`config.mk`:
```
export PLATFORM = sky130hd
export DESIGN_NAME = imu_window_avg
export DESIGN_NICKNAME = d
export VERILOG_FILES = /design/src/rtl/imu_window_avg.sv
export SDC_FILE = /design/constraint.sdc
export NUM_CORES = 1
export LEC_CHECK = 0
export CAP_MARGIN = 20
export CORE_UTILIZATION = 45
export DETAILED_ROUTE_END_ITERATION = 10
export PLACE_DENSITY_LB_ADDON = 0.08
export SLEW_MARGIN = 20
export SYNTH_ARGS = -nofsm -noshare
export SYNTH_HDL_FRONTEND = slang
export SYNTH_SLANG_ARGS = --single-unit
export TNS_END_PERCENT = 100
```
`constraint.sdc`:
```
create_clock -name clk -period 6.8 [get_ports clk]
set_input_delay 1.02 -clock clk [delete_from_list [all_inputs] [get_ports clk]]
set_output_delay 1.02 -clock clk [all_outputs]
set_load 0.01 [all_outputs]
```
`src/rtl/imu_window_avg.sv`:
```
// Sliding-window moving average of IMU samples with an output FIFO.
// Define IMU_AVG_ROUND_EN for round-half-up averages instead of truncation.
module imu_window_avg #(
  parameter int DATA_WIDTH = 16,
  parameter int WIN        = 4,
  parameter int OUT_DEPTH  = 4
) (
  input  logic                           clk,
  input  logic                           rst_n,
  input  logic                           flush,
  input  logic [DATA_WIDTH-1:0]          in_data,
  input  logic                           in_valid,
  output logic [DATA_WIDTH-1:0]          out_data,
  output logic                           out_valid,
  input  logic                           out_ready,
  output logic                           win_full,
  output logic [$clog2(OUT_DEPTH):0]     fifo_level,
  output logic                           overflow
);

  localparam int LW  = $clog2(WIN);
  localparam int SW  = DATA_WIDTH + LW;
  localparam int AW  = $clog2(OUT_DEPTH);
  localparam int LVW = AW + 1;
  localparam logic [LW:0]    C_LAST = (LW+1)'(WIN - 1);
  localparam logic [LVW-1:0] C_FULL = LVW'(OUT_DEPTH);

  typedef enum logic {FILL, RUN} state_t;

  state_t                r_state;
  logic [DATA_WIDTH-1:0] r_buf [WIN];
  logic [SW-1:0]         r_sum;
  logic [LW-1:0]         r_ptr;
  logic [LW:0]           r_cnt;
  logic                  r_win_full;
  logic                  r_overflow;
  logic [DATA_WIDTH-1:0] r_mem [OUT_DEPTH];
  logic [AW-1:0]         r_wp;
  logic [AW-1:0]         r_rp;
  logic [LVW-1:0]        r_level;

  logic [DATA_WIDTH-1:0] w_oldest;
  logic [SW-1:0]         w_sum_next;
  logic [DATA_WIDTH-1:0] w_avg;
  logic                  w_push;
  logic                  w_pop;
  logic                  w_full;
  logic                  w_wr;

  // Slots not yet written in FILL hold zero, so one update serves both states
  assign w_oldest   = r_buf[r_ptr];
  assign w_sum_next = r_sum + SW'(in_data) - SW'(w_oldest);

`ifdef IMU_AVG_ROUND_EN
  assign w_avg = DATA_WIDTH'((w_sum_next + SW'(WIN / 2)) >> LW);
`else
  assign w_avg = DATA_WIDTH'(w_sum_next >> LW);
`endif

  assign w_push = in_valid && !flush
               && ((r_state == RUN) || (r_cnt == C_LAST));
  assign w_full = (r_level == C_FULL);
  assign w_pop  = out_valid && out_ready;
  assign w_wr   = w_push && (!w_full || w_pop);

  assign out_valid  = (r_level != '0);
  assign out_data   = r_mem[r_rp];
  assign fifo_level = r_level;
  assign win_full   = r_win_full;
  assign overflow   = r_overflow;

  always_ff @(posedge clk or negedge rst_n) begin
    if (!rst_n) begin
      r_state    <= FILL;
      r_sum      <= '0;
      r_ptr      <= '0;
      r_cnt      <= '0;
      r_win_full <= 1'b0;
      r_overflow <= 1'b0;
      r_wp       <= '0;
      r_rp       <= '0;
      r_level    <= '0;
      for (int i = 0; i < WIN; i++) r_buf[i] <= '0;
      for (int i = 0; i < OUT_DEPTH; i++) r_mem[i] <= '0;
    end else begin
      if (flush) begin
        r_state    <= FILL;
        r_sum      <= '0;
        r_ptr      <= '0;
        r_cnt      <= '0;
        r_win_full <= 1'b0;
        r_overflow <= 1'b0;
        for (int i = 0; i < WIN; i++) r_buf[i] <= '0;
      end else if (in_valid) begin
        r_buf[r_ptr] <= in_data;
        r_ptr        <= r_ptr + 1'b1;
        r_sum        <= w_sum_next;
        if (r_state == FILL) begin
          r_cnt <= r_cnt + 1'b1;
          if (r_cnt == C_LAST) begin
            r_state    <= RUN;
            r_win_full <= 1'b1;
          end
        end
        if (w_push && w_full && !w_pop) r_overflow <= 1'b1;
      end

      if (w_wr) begin
        r_mem[r_wp] <= w_avg;
        r_wp        <= r_wp + 1'b1;
      end
      if (w_pop) r_rp <= r_rp + 1'b1;
      if (w_wr && !w_pop)
        r_level <= r_level + 1'b1;
      else if (!w_wr && w_pop)
        r_level <= r_level - 1'b1;
    end
  end

endmodule

```
; ---- Word-level counts from Yosys, hierarchy flattened
; Cells that the tools add are included.
[classes]
addsub = 8
n_mul = 0
div_mod_pow = 0
magnitude_cmp = 5
n_eq_ne = 3
shifts = 0
muxes = 34
n_bitwise = 3
n_reduce_logical = 24
[op_table]
columns = operator, count
row1 = bitwise mux 64 bit, 2
row2 = two-way mux 64 bit, 2
row3 = two-way mux 16 bit, 6
row4 = binary-select mux 16 bit (select 2 bit), 2
row5 = demux 16 bit (select 2 bit), 2
row6 = two-way mux 18 bit, 2
row7 = adder 18 x 16 -> 18 bit, 1
row8 = subtractor 18 x 16 -> 18 bit, 1
row9 = two-way mux 3 bit, 5
row10 = two-way mux 1 bit, 11
row11 = logical AND 1 bit, 10
row12 = ">= comparator 3 bit, second input constant", 3
row13 = NOT 2 -> 3 bit, 3
row14 = nonzero test 2 bit, 4
row15 = "adder 2 x 1 -> 2 bit, second input constant", 3
row16 = "adder 3 x 1 -> 3 bit, second input constant", 2
row17 = "< comparator 3 x 1 -> 1 bit, second input constant", 2
row18 = zero test 1 bit, 4
row19 = two-way mux 2 bit, 2
row20 = AND reduction 2 bit, 2
row21 = "== test 3 x 2 -> 1 bit, second input constant", 1
row22 = "== test 3 bit, second input constant", 1
row23 = AND reduction 3 bit, 1
row24 = nonzero test 3 bit, 1
row25 = 3 further kinds, 4
[word_totals]
register_bits = 161
latchBits = 0
ramBits = 0
rom_bits = 0
inputBits = 21
out_inout_bits = 22
word_cells = 94
n_memories = 0

; ---- Logic depth before layout (Yosys ltp)
; Gate-level depths: netlist (run 1).
[logic_depth]
ltp_word = 8
depth_mapped = 13
depth_no_buf = 12

; ---- Least setup slack after synthesis (run 1)
; OpenSTA, ideal clock, no wires.
[synth_path]
path_kind = register -> register
from = register r_ptr[0]
to = register r_sum[17]
setup_ps = 125
arrival_time_ps = 3990
required_ps = 6675
setup_slack_ps = 2685
stages_incl_launch_ff = 13
n_path_buf = 2
synth_period_minus_slack_ps = 4115
cell_sequence = dfrtp_1 buf_2 buf_1 mux4_2 fa_1 inv_1 ha_1 and2_1 nand3_1 a2111o_1 a31oi_1 mux2i_1 mux2_2
[synth_between]
elab_chain_len = 7
[synth_lines]
columns = element, line
row1 = "start, declared", 33  ; logic [LW-1:0] r_ptr;
row2 = "start signal, assigned", 96  ; r_ptr <= r_ptr + 1'b1;
row3 = NOT 2 -> 3 bit (not written as such), 51  ; assign w_oldest = r_buf[r_ptr];
row4 = binary-select mux 16 bit (select 2 bit), 51
row5 = two-way mux 16 bit (not written as such) (2 in series), 51
row6 = subtractor 18 x 16 -> 18 bit, 52  ; assign w_sum_next = r_sum + SW'(in_data) - SW'(w_oldest);
row7 = two-way mux 18 bit, 94  ; end else if (in_valid) begin
row8 = two-way mux 18 bit, 86  ; if (flush) begin
row9 = "end signal, assigned", 97  ; r_sum <= w_sum_next;
row10 = "end, declared", 32  ; logic [SW-1:0] r_sum;
; Every way passes these cells. The select of a mux whose other input is x is not followed.
; A chain may end at the register's enable or synchronous reset.

; ---- Worst setup path after layout (run 1)
[layout_path]
from = register r_ptr[0]
to = register r_mem[12] (netlist name)
[layout_between]
elab_chain_len = 6
[layout_lines]
columns = element, line
row1 = NOT 2 -> 3 bit (not written as such), 51
row2 = binary-select mux 16 bit (select 2 bit), 51
row3 = two-way mux 16 bit (not written as such) (2 in series), 51
row4 = subtractor 18 x 16 -> 18 bit, 52
row5 = bitwise mux 64 bit, 109  ; r_mem[r_wp] <= w_avg;
row6 = "end signal, assigned by index", 109
row7 = "end, declared", 37  ; logic [DATA_WIDTH-1:0] r_mem [OUT_DEPTH];
; Every way passes these cells. The select of a mux whose other input is x is not followed.

==> results of run 1 <==
==> sequential cells by signal, indices dropped and copies added, names as in the netlist <==
register / count
fifo_level: 3
r_buf: 64
r_cnt: 3
r_state: 1
r_wp: 2
r_sum: 18
r_ptr: 2
r_rp: 2
r_mem: 64
win_full: 1
overflow: 1
==> logic make-up (layout without fill, tap and decap cells) <==
logic type               Yosys count  after routing
AO/OA/AOI/OAI                    182            182
AND/OR/NAND/NOR                  268            268
multiplexers                      64             64
adder cells (fa/ha/maj)           46             46
buffers and inverters            131            162
flip-flops                       161            161
XOR/XNOR                          16             16
==> stage by stage <==
stage          area, um^2  hold slack, ps  util (%)  total power, mW  instances
5_1_grt              9970             497      53.0             4.18       1159
2_1_floorplan        8670             443         -             2.33        868
6_report             9970             474      53.0             3.91       1159
3_5_place_dp         9270             463      49.2             2.81       1126
3_3_place_gp         9270             455      49.2             2.76       1126
4_1_cts              9950             478      52.8             3.92       1158
==> synth_stat cells, drive strengths merged (6+ instances only) <==
library cell and instances:
xor2 6, inv 82, mux4 32, buf 12, a21oi 83, clkbuf 37
mux2i 6, fa 17, dfrtp 161, nand2b 8, nor2b 6, a211oi 7
o211ai 7, nor2 26, nand2 193, mux2 26, ha 29, xnor2 10
o21ai 40, o31ai 9, a21o 6, nand3 13, a2111o 6
==> power by group through the flow <==
| stage | Combinational (mW) | Clock, mW | Sequential, mW |
|---|---|---|---|
| detailed placement | 1.58 | 0 | 1.23 |
| finish | 1.59 | 1.11 | 1.21 |
| global route | 1.77 | 1.17 | 1.24 |
| global placement | 1.54 | 0 | 1.23 |
| floorplan | 1.15 | 0 | 1.18 |
| CTS | 1.58 | 1.12 | 1.22 |
==> critical path: stages (launching register included) <==
cell	delay, ps
dfrtp_1	810
buf_4	340
mux4_2	550
fa_1	500
inv_1	50
ha_1	340
a21o_1	190
a211o_1	310
a221o_1	370
o32ai_1	340
xor2_1	360
o21ai_0	160
==> routing by layer <==
layer / vias up / part of all wire, % / GRT usage (%)
met5: - / 0 / 0
met4: 0 / 1.6 / 9.15
met3: 26 / 3.7 / 3.87
met2: 134 / 48 / 36.3
met1: 3140 / 47 / 30.7
li1: 2989 / - / -
==> cell type report <==
| cell class | instances | area (um^2) |
|---|---|---|
| Clock inverter | 12 | 228 |
| Sequential cell | 161 | 4030 |
| Tap cell | 260 | 325 |
| Clock buffer | 20 | 457 |
| Timing Repair Buffer | 48 | 473 |
| Fill cell | 1650 | 8860 |
| Inverter | 82 | 308 |
| Multi-Input combinational cell | 576 | 4150 |
==> path summary, 6_finish.rpt <==
kind | endpoint | from | slack, ps
setup / recovery | r_mem[12] | r_ptr[0] | 2280
hold / removal | r_mem[9] | r_mem[9] | 470
setup reg to reg | r_mem[12] | r_ptr[0] | 2280
hold reg to reg | r_mem[9] | r_mem[9] | 470
max in group asynchronous | r_buf[27] | rst_n | 4980
min in group asynchronous | r_mem[51] | rst_n | 600
==> results.md, run 1 <==
* Setup Crit Path Kind: reg2reg
* Flop pwr share at 31.1%
* Sw frac at 37.8%
* CTS clock-pin slew for the worst setup and hold paths at 60 ps
* WHS Path Cells at 2
* Commonest cells after routing, fill and taps aside: nand2_1, dfrtp_1, a21oi_1, inv_1
* Flops & latches, synth at 161
* Cells after synthesis at 868
* Max IR drop VDD at 0.214 mV
* Final hold vios at 0
* Diodes inserted at 0
* Synth Flop Type: dfrtp_1
* Total die area at 0.0198 mm^2
* Critical Path Sink Type: flop
* Xor and xnor area share after synthesis at 1.62%
* Reported max-cap violation count at 0
* Multiplexer area fraction after synthesis at 12.4%
* Routability congestion estimate from global placement at 0.844
* Routed WL per cell at 17.5 um
* Compound-Gate Fraction of Synth Area at 12.8%
* Path type of the worst min-delay path: reg2reg
* Synth Area in Simple Gates at 12.9%
* Core box area at 0.0188 mm^2
* FMAX at 0.221 GHz
* Post-CTS Setup Bufs at 0
* Leak at 4.45 nW
* Clock skew at 11.8 ps
* Synth area leader: dfrtp_1
* Slew HR at 28.5%
* Logic pwr share at 40.6%
* Hold_buf cts at 0
* DP Wirelength at 13300 um
* Port Buffers at 42
* RSZ-0062 raised after global routing: false
* Sw Pwr at 1.48 mW
* Initial DRC Count at 489
* Area Overhead vs Synth at 15.0%
* PwrDens at 392 mW/mm^2
* Max FO, Critical Path at 13
* Pre-CTS setup slack at 2300 ps
* Vias at 6289
* Mapped cell area at 0.00867 mm^2
* Root Buffer: clkbuf_16
* Synth top area share at 46.4%
* Internal at 2.43 mW
* Synth Warn # at 0
* GRT overflow at 0
* Routed Wire Length at 20300 um
* Std-Cell Rows at 50
* Syn_nets at 935
* Post-synthesis sequential area ratio at 46.4%
* Fin crit share at 66.4%
* Adder-cell area share of the yosys netlist at 8.11%
* Mapped Avg Cell Area at 9.99 um^2
* EDFF count, synth at 0
* Number of H-tree levels at 4
* Nets@finish at 953
* Die H at 141 um
* Initial core utilization at 46.1%
* Global Route Usage Sum at 22.7%
* Vias in the first global route at 6580
* CTS tree: yes
* Outcome: completed
* Num CTS Buffers at 17
* Vias per cell at 5.43
* Initial antenna violation count at 0
* Skew-Pair Late Insertion Delay at 440 ps
* Reg2Reg Depth at 11
* Share of cells above drive strength 1 at 11.3%
* Post-CTS sizing at 0
* Post-route setup slack at 2280 ps
* Synth area leaders: dfrtp_1, nand2_1, mux4_2, a21oi_1, ha_1
* Clock Power Share at 28.4%
* Distinct cell type count after synthesis at 49
* DRC Markers at 0
* First-pass GRT wire length at 34500 um
* Final setup viols at 0
* Setup TNS at 0 ps
* I/O pin cnt at 43
* First-pass DRT Iterations at 5
* Die width at 141 um
* Combinational family with the most area after synthesis: simple AND/OR/NAND/NOR gates
* Clock Path Buffers at 2
* Worst slew pin tran at 1070 ps
* Clk sinks at 161
* Fin crit period at 4520 ps
* Commonest non-fill, non-tap cell in the layout: nand2_1
* Largest net degree at the start of global routing at 95
* Crit start category: flop
* Antenna Nets Post-Route at 0
* Worst EP required at 7070 ps
* Crit path DAT at 4780 ps
* Ys async rst share at 100%
* Max-slew violation count at 0
Note: power is estimated with default switching activity, not from simulation.
==> run 2: changes to the inputs <==
Clock period 6.8 ns to 4.2 ns, I/O delays scaled along.
==> run 2 against run 1 <==
  * Clock power grew 36%
  * Largest cell class unchanged
  * Non-clock buffer count rose by 8
  * Global-route usage decreased by 0.31 points
  * Highest routed layer unchanged
  * Largest power group unchanged
==> results.md, run 2 (synthesis results as in run 1) <==
* Cells after DPL at 1135 (was 1126)
* PwrDens at 614 mW/mm^2 (was 392 mW/mm^2)
* Post-route setup slack at 266 ps (was 2280 ps)
* Largest regs: r_buf x64, r_mem x64, r_sum x18 (unchanged)
* Nets@finish at 961 (was 953)
* Outcome: completed (unchanged)
* CTS tree: yes (unchanged)
* Filler instances at 1716 (was 1650)
* Total power at 6.08 mW (was 3.91 mW)
* Num CTS Buffers at 17 (unchanged)
* First-pass GRT wire length at 34000 um (was 34500 um)
* Crit path DAT at 4200 ps (was 4780 ps)
* Finished layout cell area at 0.00991 mm^2 (was 0.00997 mm^2)
* RR Startpoint: r_ptr[0] (unchanged)
* Initial core utilization at 46.1% (unchanged)
* Vias at 6293 (was 6289)
* Critical Path Sink Type: flop (unchanged)
* RSZ-0062 raised after global routing: false (unchanged)
* Initial DRC Count at 420 (was 489)
* Post-CTS sizing at 0 (unchanged)
* Share of cells above drive strength 1 at 11.7% (was 11.3%)
* Max IR drop VDD at 0.356 mV (was 0.214 mV)
* Worst slew pin tran at 1040 ps (was 1070 ps)
* Pre-CTS setup slack at 107 ps (was 2300 ps)
* CP cell instances: buf_12 > mux4_2 > fa_1 > inv_1 > ha_1 > a21o_1 > a211o_1 > a221o_1 > o32ai_1 > xor2_1 > a211oi_1 (was buf_4 > mux4_2 > fa_1 > inv_1 > ha_1 > a21o_1 > a211o_1 > a221o_1 > o32ai_1 > xor2_1 > o21ai_0)
* Global Route Usage Sum at 22.3% (was 22.7%)
* Worst path slowest cell: mux4_2 (was dfrtp_1)
* DP Wirelength at 13500 um (was 13300 um)
* I/O pin cnt at 43 (unchanged)
* FMAX at 0.254 GHz (was 0.221 GHz)
* GRT overflow at 0 (unchanged)
* Worst EP required at 4460 ps (was 7070 ps)
* Port Buffers at 42 (unchanged)
* Critical path buffer and inverter count at 2 (unchanged)
* DRC Markers at 0 (unchanged)
* Setup TNS at 0 ps (unchanged)
* Routed WL per cell at 17.4 um (was 17.5 um)
* Clk sinks at 161 (unchanged)
* Area Overhead vs Synth at 14.3% (was 15.0%)
* Core box area at 0.0188 mm^2 (unchanged)
* Final hold vios at 0 (unchanged)
* Die H at 141 um (unchanged)
* Reported max-cap violation count at 0 (unchanged)
* Initial antenna violation count at 0 (unchanged)
* Vias per cell at 5.40 (was 5.43)
* Leak at 4.43 nW (was 4.45 nW)
* Skew-Pair Late Insertion Delay at 430 ps (was 440 ps)
* Std-Cell Rows at 50 (unchanged)
* Commonest non-fill, non-tap cell in the layout: nand2_1 (unchanged)
* Number of H-tree levels at 4 (unchanged)
* Routability congestion estimate from global placement at 0.813 (was 0.844)
* Clock skew at 8.80 ps (was 11.8 ps)
* Max-slew violation count at 0 (unchanged)
* Root Buffer: clkbuf_16 (unchanged)
* Routed Wire Length at 20300 um (about the same)
* Vias in the first global route at 6434 (was 6580)
* Hold_ws at 339 ps (was 474 ps)
* Hold_buf cts at 0 (unchanged)
* Diodes inserted at 0 (unchanged)
* Utilization after layout at 52.6% (was 53.0%)
* Antenna Nets Post-Route at 0 (unchanged)
* Worst path top cell family by delay: compound AO/OA/AOI/OAI gates (unchanged)
* Commonest cells after routing, fill and taps aside: nand2_1, dfrtp_1, a21oi_1, inv_1 (unchanged)
* Final setup viols at 0 (unchanged)
* Max FO, Critical Path at 20 (was 13)
* Die width at 141 um (unchanged)
* Non-Filler Instances at 1166 (was 1159)
* Crit start category: flop (unchanged)
* Placed cell area at 0.00935 mm^2 (was 0.00927 mm^2)
* Post-CTS Setup Bufs at 0 (unchanged)
* Clock Path Buffers at 2 (unchanged)
* Largest net degree at the start of global routing at 116 (was 95)
* First-pass DRT Iterations at 6 (was 5)
* Critical path's largest stage delay at 540 ps (was 810 ps)
* Fin crit share at 93.7% (was 66.4%)
* Crit path from: r_ptr[0] (unchanged)
* Slew HR at 30.6% (was 28.5%)
* Path type of the worst min-delay path: in2async (was reg2reg)
* CTS clock-pin slew for the worst setup and hold paths at 60 ps (about the same)
* Total die area at 0.0198 mm^2 (unchanged)
* Fin crit period at 3930 ps (was 4520 ps)
* Setup Crit Path Kind: reg2reg (unchanged)
run 2: cell types whose count changed in the layout (fill, tap and decap cells not counted):
cell / change
clkinvlp_4: +2
buf_12: +1
buf_8: -1
nand2_1: +1
buf_4: +9
clkbuf_1: +2
buf_6: -2
clkinv_4: -3
nand2_2: -1
clkinv_2: +3
bufinv_16: -4
run 2: routing by layer:
layer / share of wire, % / global-route usage, % / vias up
met5: 0 / 0 / -
met4: 1.3 / 6.46 / 0
met3: 4.2 / 4.14 / 18
met2: 48 / 36.5 / 128
met1: 47 / 30.5 / 3151
li1: - / - / 2996
run 2: report_power, final:
group	internal [mW]	leakage [nW]	switching (mW)	total, mW
Clock	0.884	0.269	0.627	1.51
Sequential	1.78	2.19	0.185	1.97
Combinational	1.03	1.97	1.57	2.60
Total	3.70	4.43	2.39	6.08
run 2: worst reg2reg max path: stages, from the launching register on:
cell      delay, ps
dfrtp_1         370
buf_12          210
mux4_2          560
fa_1            500
inv_1            40
ha_1            340
a21o_1          190
a211o_1         310
a221o_1         370
o32ai_1         360
xor2_1          380
a211oi_1        140
run 2: final cells by class:
cell class	instances	area (um^2)	area share, %
tap	260	325	3.28
sequential	161	4030	40.7
multi-input combinational	576	4150	41.9
clock inverter	10	111	1.12
inverter	82	308	3.11
timing repair buffer	56	537	5.42
clock buffer	21	450	4.54
run 2: final timing paths:
kind	cells after the start	slack, ps	endpoint
min reg2reg	2	470	r_mem[55]
max reg2reg	11	270	r_sum[14]
min	1	340	r_mem[3]
min in group clk	2	470	r_mem[55]
max	11	270	r_sum[14]
max in group asynchronous	2	2920	r_buf[60]
